`src/rtl/lenet_pkg.sv`:
```
// Shared constants and FSM state encoding for the LeNet layer sequencer.
package lenet_pkg;

    localparam int NUM_LAYERS_DFLT = 5;
    localparam int ADDR_WIDTH_DFLT = 18;
    localparam int DATA_WIDTH_DFLT = 32;

    localparam int L_CONV1 = 0;
    localparam int L_POOL1 = 1;
    localparam int L_CONV2 = 2;
    localparam int L_POOL2 = 3;
    localparam int L_FC    = 4;

    typedef enum logic [5:0] {
        ST_IDLE   = 6'b000001,
        ST_SEEK   = 6'b000010,
        ST_LAUNCH = 6'b000100,
        ST_RUN    = 6'b001000,
        ST_DONE   = 6'b010000,
        ST_ERR    = 6'b100000
    } sched_state_t;

endpackage

```
`src/rtl/dram_port_mux.sv`:
```
// N:1 combinational grant mux for the shared DRAM port; all outputs are 0 when gate is low.
module dram_port_mux #(
    parameter int N  = 5,
    parameter int AW = 18,
    parameter int DW = 32,
    parameter int SW = 3
) (
    input  logic [SW-1:0]   sel_i,
    input  logic            gate_i,
    input  logic [N*AW-1:0] addr_in_i,
    input  logic [N*AW-1:0] addr_out_i,
    input  logic [N*DW-1:0] data_out_i,
    input  logic [N-1:0]    en_rd_i,
    input  logic [N-1:0]    en_wr_i,
    output logic [AW-1:0]   addr_in_o,
    output logic [AW-1:0]   addr_out_o,
    output logic [DW-1:0]   data_out_o,
    output logic            en_rd_o,
    output logic            en_wr_o
);

    always_comb begin
        addr_in_o  = '0;
        addr_out_o = '0;
        data_out_o = '0;
        en_rd_o    = 1'b0;
        en_wr_o    = 1'b0;
        for (int i = 0; i < N; i++) begin
            if (gate_i && (sel_i == SW'(i))) begin
                addr_in_o  = addr_in_i[i*AW +: AW];
                addr_out_o = addr_out_i[i*AW +: AW];
                data_out_o = data_out_i[i*DW +: DW];
                en_rd_o    = en_rd_i[i];
                en_wr_o    = en_wr_i[i];
            end
        end
    end

endmodule

```
`src/rtl/layer_sched.sv`:
```
// Layer sequencer: launches each unmasked engine in order, waits for its done pulse,
// guards each layer with a watchdog, and grants the DRAM port only to the active engine.
module layer_sched
    import lenet_pkg::*;
#(
    parameter int NUM_LAYERS = NUM_LAYERS_DFLT,
    parameter int DATA_WIDTH = DATA_WIDTH_DFLT,
    parameter int ADDR_WIDTH = ADDR_WIDTH_DFLT,
    parameter int TMO_WIDTH  = 24,
    parameter logic [TMO_WIDTH-1:0] TMO_LIMIT = '1
) (
    input  logic                           clk,
    input  logic                           rst,
    input  logic                           start,
    input  logic                           abort,
    input  logic [NUM_LAYERS-1:0]          layer_mask,
    output logic                           busy,
    output logic                           done,
    output logic                           err,
    output logic [2:0]                     err_layer,
    output logic [31:0]                    run_cycles,
    output logic [NUM_LAYERS-1:0]          layer_enable,
    input  logic [NUM_LAYERS-1:0]          layer_done,
    input  logic [NUM_LAYERS*ADDR_WIDTH-1:0] lyr_addr_in,
    input  logic [NUM_LAYERS*ADDR_WIDTH-1:0] lyr_addr_out,
    input  logic [NUM_LAYERS*DATA_WIDTH-1:0] lyr_data_out,
    input  logic [NUM_LAYERS-1:0]          lyr_en_rd,
    input  logic [NUM_LAYERS-1:0]          lyr_en_wr,
    output logic [ADDR_WIDTH-1:0]          dram_addr_in,
    output logic [ADDR_WIDTH-1:0]          dram_addr_out,
    output logic [DATA_WIDTH-1:0]          dram_data_out,
    output logic                           dram_en_rd,
    output logic                           dram_en_wr,
    output logic [5:0]                     dbg_state_o
);

    localparam int IW = $clog2(NUM_LAYERS + 1);
    localparam logic [IW-1:0] LAST_IDX = IW'(NUM_LAYERS);

    sched_state_t            state_q;
    logic [IW-1:0]           idx_q;
    logic [NUM_LAYERS-1:0]   mask_q;
    logic [TMO_WIDTH-1:0]    wdog_q;
    logic [31:0]             run_cycles_q;
    logic                    err_q;
    logic [2:0]              err_layer_q;
    logic                    done_q;
    logic [NUM_LAYERS-1:0]   enable_q;
    logic                    grant;

    always_ff @(posedge clk or posedge rst) begin
        if (rst) begin
            state_q      <= ST_IDLE;
            idx_q        <= '0;
            mask_q       <= '0;
            wdog_q       <= '0;
            run_cycles_q <= '0;
            err_q        <= 1'b0;
            err_layer_q  <= '0;
            done_q       <= 1'b0;
            enable_q     <= '0;
        end else begin
            done_q   <= 1'b0;
            enable_q <= '0;
            if (state_q != ST_IDLE && run_cycles_q != '1)
                run_cycles_q <= run_cycles_q + 32'd1;
            if (abort) begin
                state_q <= ST_IDLE;
            end else begin
                case (state_q)
                    ST_IDLE: begin
                        if (start) begin
                            state_q      <= ST_SEEK;
                            mask_q       <= layer_mask;
                            idx_q        <= '0;
                            err_q        <= 1'b0;
                            err_layer_q  <= '0;
                            run_cycles_q <= '0;
                        end
                    end
                    ST_SEEK: begin
                        if (idx_q == LAST_IDX) begin
                            state_q <= ST_DONE;
                            done_q  <= 1'b1;
                        end else if (!mask_q[idx_q]) begin
                            idx_q <= idx_q + 1'b1;
                        end else begin
                            state_q  <= ST_LAUNCH;
                            enable_q <= NUM_LAYERS'(1) << idx_q;
                        end
                    end
                    ST_LAUNCH: begin
                        wdog_q  <= '0;
                        state_q <= ST_RUN;
                    end
                    ST_RUN: begin
                        // A done in the same cycle as expiry still counts as success.
                        if (layer_done[idx_q]) begin
                            idx_q   <= idx_q + 1'b1;
                            state_q <= ST_SEEK;
                        end else if (wdog_q == TMO_LIMIT) begin
                            state_q     <= ST_ERR;
                            err_q       <= 1'b1;
                            err_layer_q <= 3'(idx_q);
                        end else begin
                            wdog_q <= wdog_q + 1'b1;
                        end
                    end
                    ST_DONE:  state_q <= ST_IDLE;
                    ST_ERR:   state_q <= ST_IDLE;
                    default:  state_q <= ST_IDLE;
                endcase
            end
        end
    end

    // Abort drops the grant in the same cycle, before the FSM reaches IDLE.
    assign grant = (state_q == ST_LAUNCH || state_q == ST_RUN) && !abort;

    dram_port_mux #(
        .N  (NUM_LAYERS),
        .AW (ADDR_WIDTH),
        .DW (DATA_WIDTH),
        .SW (IW)
    ) u_mux (
        .sel_i      (idx_q),
        .gate_i     (grant),
        .addr_in_i  (lyr_addr_in),
        .addr_out_i (lyr_addr_out),
        .data_out_i (lyr_data_out),
        .en_rd_i    (lyr_en_rd),
        .en_wr_i    (lyr_en_wr),
        .addr_in_o  (dram_addr_in),
        .addr_out_o (dram_addr_out),
        .data_out_o (dram_data_out),
        .en_rd_o    (dram_en_rd),
        .en_wr_o    (dram_en_wr)
    );

    assign busy         = (state_q != ST_IDLE);
    assign done         = done_q;
    assign err          = err_q;
    assign err_layer    = err_layer_q;
    assign run_cycles   = run_cycles_q;
    assign layer_enable = enable_q;
    assign dbg_state_o  = state_q;

endmodule
```
`config.mk`:
```
export PLATFORM = sky130hd
export DESIGN_NAME = layer_sched
export DESIGN_NICKNAME = d
export VERILOG_FILES = /design/src/rtl/lenet_pkg.sv /design/src/rtl/dram_port_mux.sv /design/src/rtl/layer_sched.sv
export SDC_FILE = /design/constraint.sdc
export NUM_CORES = 1
export LEC_CHECK = 0
export CORE_AREA = 4 4 187 189
export CTS_BUF_LIST = sky130_fd_sc_hd__clkbuf_4 sky130_fd_sc_hd__clkbuf_8 sky130_fd_sc_hd__clkbuf_16
export DETAILED_ROUTE_END_ITERATION = 10
export DIE_AREA = 0 0 191 193
export HOLD_SLACK_MARGIN = 0.12
export PLACE_DENSITY = 0.54
export SLEW_MARGIN = 20
export SYNTH_ARGS = -nofsm -noshare
export SYNTH_HDL_FRONTEND = slang
export SYNTH_SLANG_ARGS = --single-unit
export TNS_END_PERCENT = 1
```
`constraint.sdc`:
```
create_clock -name clk -period 3.1 [get_ports clk]
set_input_delay 0.62 -clock clk [delete_from_list [all_inputs] [get_ports clk]]
set_output_delay 0.62 -clock clk [all_outputs]
set_load 0.005 [all_outputs]
```
==> impl_metrics.json, run 1 <==
{
  "violations": "setup timing",
  "dp_hpwl_um": 38000,
  "dr.pass1.iters": 6,
  "r2r-start": "dbg_state_o[5]",
  "first_global_vias": 9671,
  "dp_cells": 1785,
  "die_width_um": 191,
  "grt_usage": 0.245,
  "worstRegToRegCells": 6,
  "min_to": "mask_q[2]",
  "portBuffers": 482,
  "gr-total-overflow": 0,
  "totalWireLength_um": 48400,
  "cts_tree": "built",
  "finalCoreUtilization": 0.427,
  "yosysWarningCount": 0,
  "netlist_area_um2": 6600,
  "p_total_uw": 3010,
  "cp_data_required_time_ns": 2.48,
  "grt_pass1_wl_um": 66700,
  "rsz0062_at_grt": "true",
  "finalNonFillerCells": 1860,
  "fp-row-count": 67,
  "cts.hold.buffers_added": 0,
  "cp-start-kind": "register",
  "worstHoldStart": "mask_q[2]",
  "fin_crit_sh": 1.04,
  "p_leak_uw": 0.00560,
  "synth_top_area_frac": 0.300,
  "syn_nets": 1211,
  "crit_type": "reg -> out",
  "clockBufferDepth": 2,
  "cts_root_buffer": "clkbuf_16",
  "vias": 9788,
  "irDropWorstVdd_uv": 258,
  "synth_area_per_cell_um2": 7.85,
  "drive_above_1_share": 0.245,
  "setup_viol": 65,
  "synth-seq-area-share": 0.304,
  "vias_per_cell": 5.26,
  "placed_area_um2": 12700,
  "io_pins": 483,
  "r2r_slack_ns": 0.57,
  "r2r-end": "idx_q[2]",
  "fin_area_um2": 14200,
  "nets": 1768,
  "syn_inst": 840,
  "clock_latency_ns": 0.34,
  "end_kind": "output port",
  "drt_iter0_drc": 842,
  "area_growth_pct": 115,
  "slew_violations": 0,
  "yosysTopAreaCell": "dfrtp_1",
  "status": "finished with violations",
  "clock-sinks": 80,
  "drt-wirelength-per-cell_um": 26.0,
  "setup_ws_ns": -0.130,
  "place_ws_ns": -0.695,
  "numCtsBuffers": 9,
  "die_area_um2": 36900,
  "sw_frac_of_total": 0.249,
  "min-delay-path-class": "reg -> reg",
  "ant_nets": 0,
  "start_util": 0.198,
  "path_max_fanout": 5,
  "skew_ns": 0.00540,
  "critPathArrivalTime_ns": 2.61,
  "fmax_mhz": 310,
  "period_minus_slack_ns": 3.23,
  "place_congestion": 1.06,
  "drcViolationCount": 0,
  "p_int_uw": 2260,
  "core_area_um2": 33300,
  "ys_ff_latch": 80,
  "synth-edff-count": 0,
  "synth_area_leaders": "dfrtp_1 30%, o221ai_1 9.3%, nand2_1 8.9%",
  "maxSlewHeadroom": 0.338,
  "async_flop_share": 1.00,
  "grt_antenna_before_repair": 14,
  "die_h_um": 193,
  "tightestPinTransition_ns": 0.980,
  "p_per_area_nw_per_um2": 212,
  "cts.clk_slew.worst_paths_ns": 0.06,
  "synth_ff_type": "dfrtp_1",
  "grt_max_degree": 34,
  "power_frac_seq": 0.374,
  "p_switching_uw": 751,
  "whs_path_depth": 2,
  "synth_cell_types": 62,
  "clkPwrFrac": 0.361,
  "cap_violations": 0,
  "hold_viol": 0,
  "pwr-share-comb": 0.264,
  "ctsHtreeMaxLevel": 3
}
==> worst max-delay path by stage <==
stage,endpoint,from,depth (start not counted)
4_1_cts,dram_data_out[24],dbg_state_o[4],11
2_1_floorplan,dram_addr_in[10],dbg_state_o[5],7
3_3_place_gp,dram_data_out[4],abort,8
3_5_place_dp,dram_addr_in[10],abort,7
6_report,dram_data_out[24],dbg_state_o[4],11
5_1_grt,dram_data_out[24],dbg_state_o[4],11
==> flip-flops by register name, summed over array words and instances, names as in the netlist <==
name,flops
dbg_state_o,6
err_layer,3
layer_enable,5
run_cycles,32
idx_q,3
wdog_q,24
done,1
mask_q,5
err,1
==> repair_timing <==
action                                  CTS  global route
pin swaps                                41            18
gates cloned                             14             0
endpoints found under the setup margin   70            70
hold endpoints to repair                  0             0
gates resized for setup                 492            30
setup buffers                            42             0
==> worst max-delay path, cell delays in order, from the launching register on <==
cell and delay, ns:
dfrtp_1 0.40, or4_4 0.58, nor3_4 0.18, buf_4 0.15, and3_4 0.21, buf_6 0.11
buf_12 0.09, buf_12 0.11, buf_16 0.13, nand2_1 0.05, o21ai_1 0.08, buf_2 0.17
==> cells in the final DEF, fill, tap and decap left out, types with 8 or more instances in the layout <==
| cell type | instances |
|---|---|
| dfrtp_1 | 79 |
| buf_6 | 19 |
| or4_1 | 22 |
| clkdlybuf4s50_1 | 411 |
| o221ai_2 | 44 |
| buf_4 | 72 |
| o21ai_2 | 16 |
| inv_1 | 15 |
| o221ai_1 | 16 |
| clkbuf_16 | 9 |
| o221ai_4 | 10 |
| buf_12 | 33 |
| a21oi_1 | 30 |
| a22oi_1 | 15 |
| buf_16 | 12 |
| o21ai_1 | 56 |
| a221oi_1 | 48 |
| nand2_1 | 142 |
| buf_2 | 67 |
| nor3_1 | 14 |
| and2_1 | 8 |
| diode_2 | 10 |
| and4_1 | 8 |
| a31oi_1 | 9 |
| o21ai_0 | 12 |
| o31ai_1 | 24 |
| or3_1 | 10 |
| and3_1 | 11 |
| nand4_1 | 19 |
| mux2i_1 | 15 |
| nand2_2 | 9 |
| nand3_1 | 22 |
| nor2_1 | 17 |
==> through the flow <==
stage / setup TNS [ns] / hold WS, ns
finish: -3.48 / 0.469
detailed placement: -33.93 / 0.459
global placement: -34.62 / 0.459
global route: -10.11 / 0.502
CTS: -2.50 / 0.474
floorplan: 0 / 0.439
==> logic make-up after synthesis <==
family / after synthesis / share of synthesized area
flops: 80 / 0.304
mux: 18 / 0.0296
fa+ha+maj: 7 / 0.0133
simple gates: 323 / 0.249
compound gates: 313 / 0.340
xor+xnor: 7 / 0.00930
buf+inv: 92 / 0.0552
==> Yosys cell counts, types with 8 or more instances <==
library cell / n
or3_1: 10
nand4_1: 19
and2_1: 8
a221oi_1: 55
o21ai_0: 82
mux2i_1: 15
dfrtp_1: 79
nor2_1: 18
a22oi_1: 15
buf_2: 13
and3_1: 13
a21oi_1: 31
nand3_1: 23
clkbuf_1: 59
nand2_1: 156
nor3_1: 14
and4_1: 8
o31ai_1: 24
inv_1: 16
or4_1: 22
o221ai_1: 70
a31oi_1: 9
==> final cells by class <==
cell class              count  area (um^2)
fillers                  3302        19100
repair buffers            621         6330
multi-input cells         668         4910
flip-flops and latches     80         2000
well taps                 448          561
clock buffers              15          302
inverters                  17         63.8
diodes                     10         25.0
clock inverters             1         7.51
==> metal layers <==
layer / track usage / wire length, um / vias up / share of wire
li1: - / - / 4463 / -
met1: 0.318 / 20200 / 4723 / 0.42
met2: 0.390 / 22400 / 505 / 0.46
met3: 0.0711 / 4200 / 85 / 0.087
met4: 0.0851 / 1610 / 12 / 0.033
met5: 0 / 69 / - / 0.0014
==> power groups by stage <==
stage          clock [uW]  sequential (uW)  combinational [uW]
6_report             1090             1130                 796
5_1_grt              1150             1140                 841
4_1_cts              1110             1130                 789
3_5_place_dp            0             1150                 765
3_3_place_gp            0             1140                 765
2_1_floorplan           0             1140                 153
No activity file was read; power rests on OpenSTA's default activity.
==> run 2: changes to the inputs <==
--- a/config.mk
+++ b/config.mk
@@ -5,6 +5,7 @@
 export SDC_FILE = /design/constraint.sdc
 export NUM_CORES = 1
 export LEC_CHECK = 0
+export ABC_CLOCK_PERIOD_IN_PS = 3100
 export CORE_AREA = 4 4 187 189
 export CTS_BUF_LIST = sky130_fd_sc_hd__clkbuf_4 sky130_fd_sc_hd__clkbuf_8 sky130_fd_sc_hd__clkbuf_16
 export DETAILED_ROUTE_END_ITERATION = 10
==> results of run 2 <==
Same layout as run 1: the final DEF is identical, and so are final timing and power.
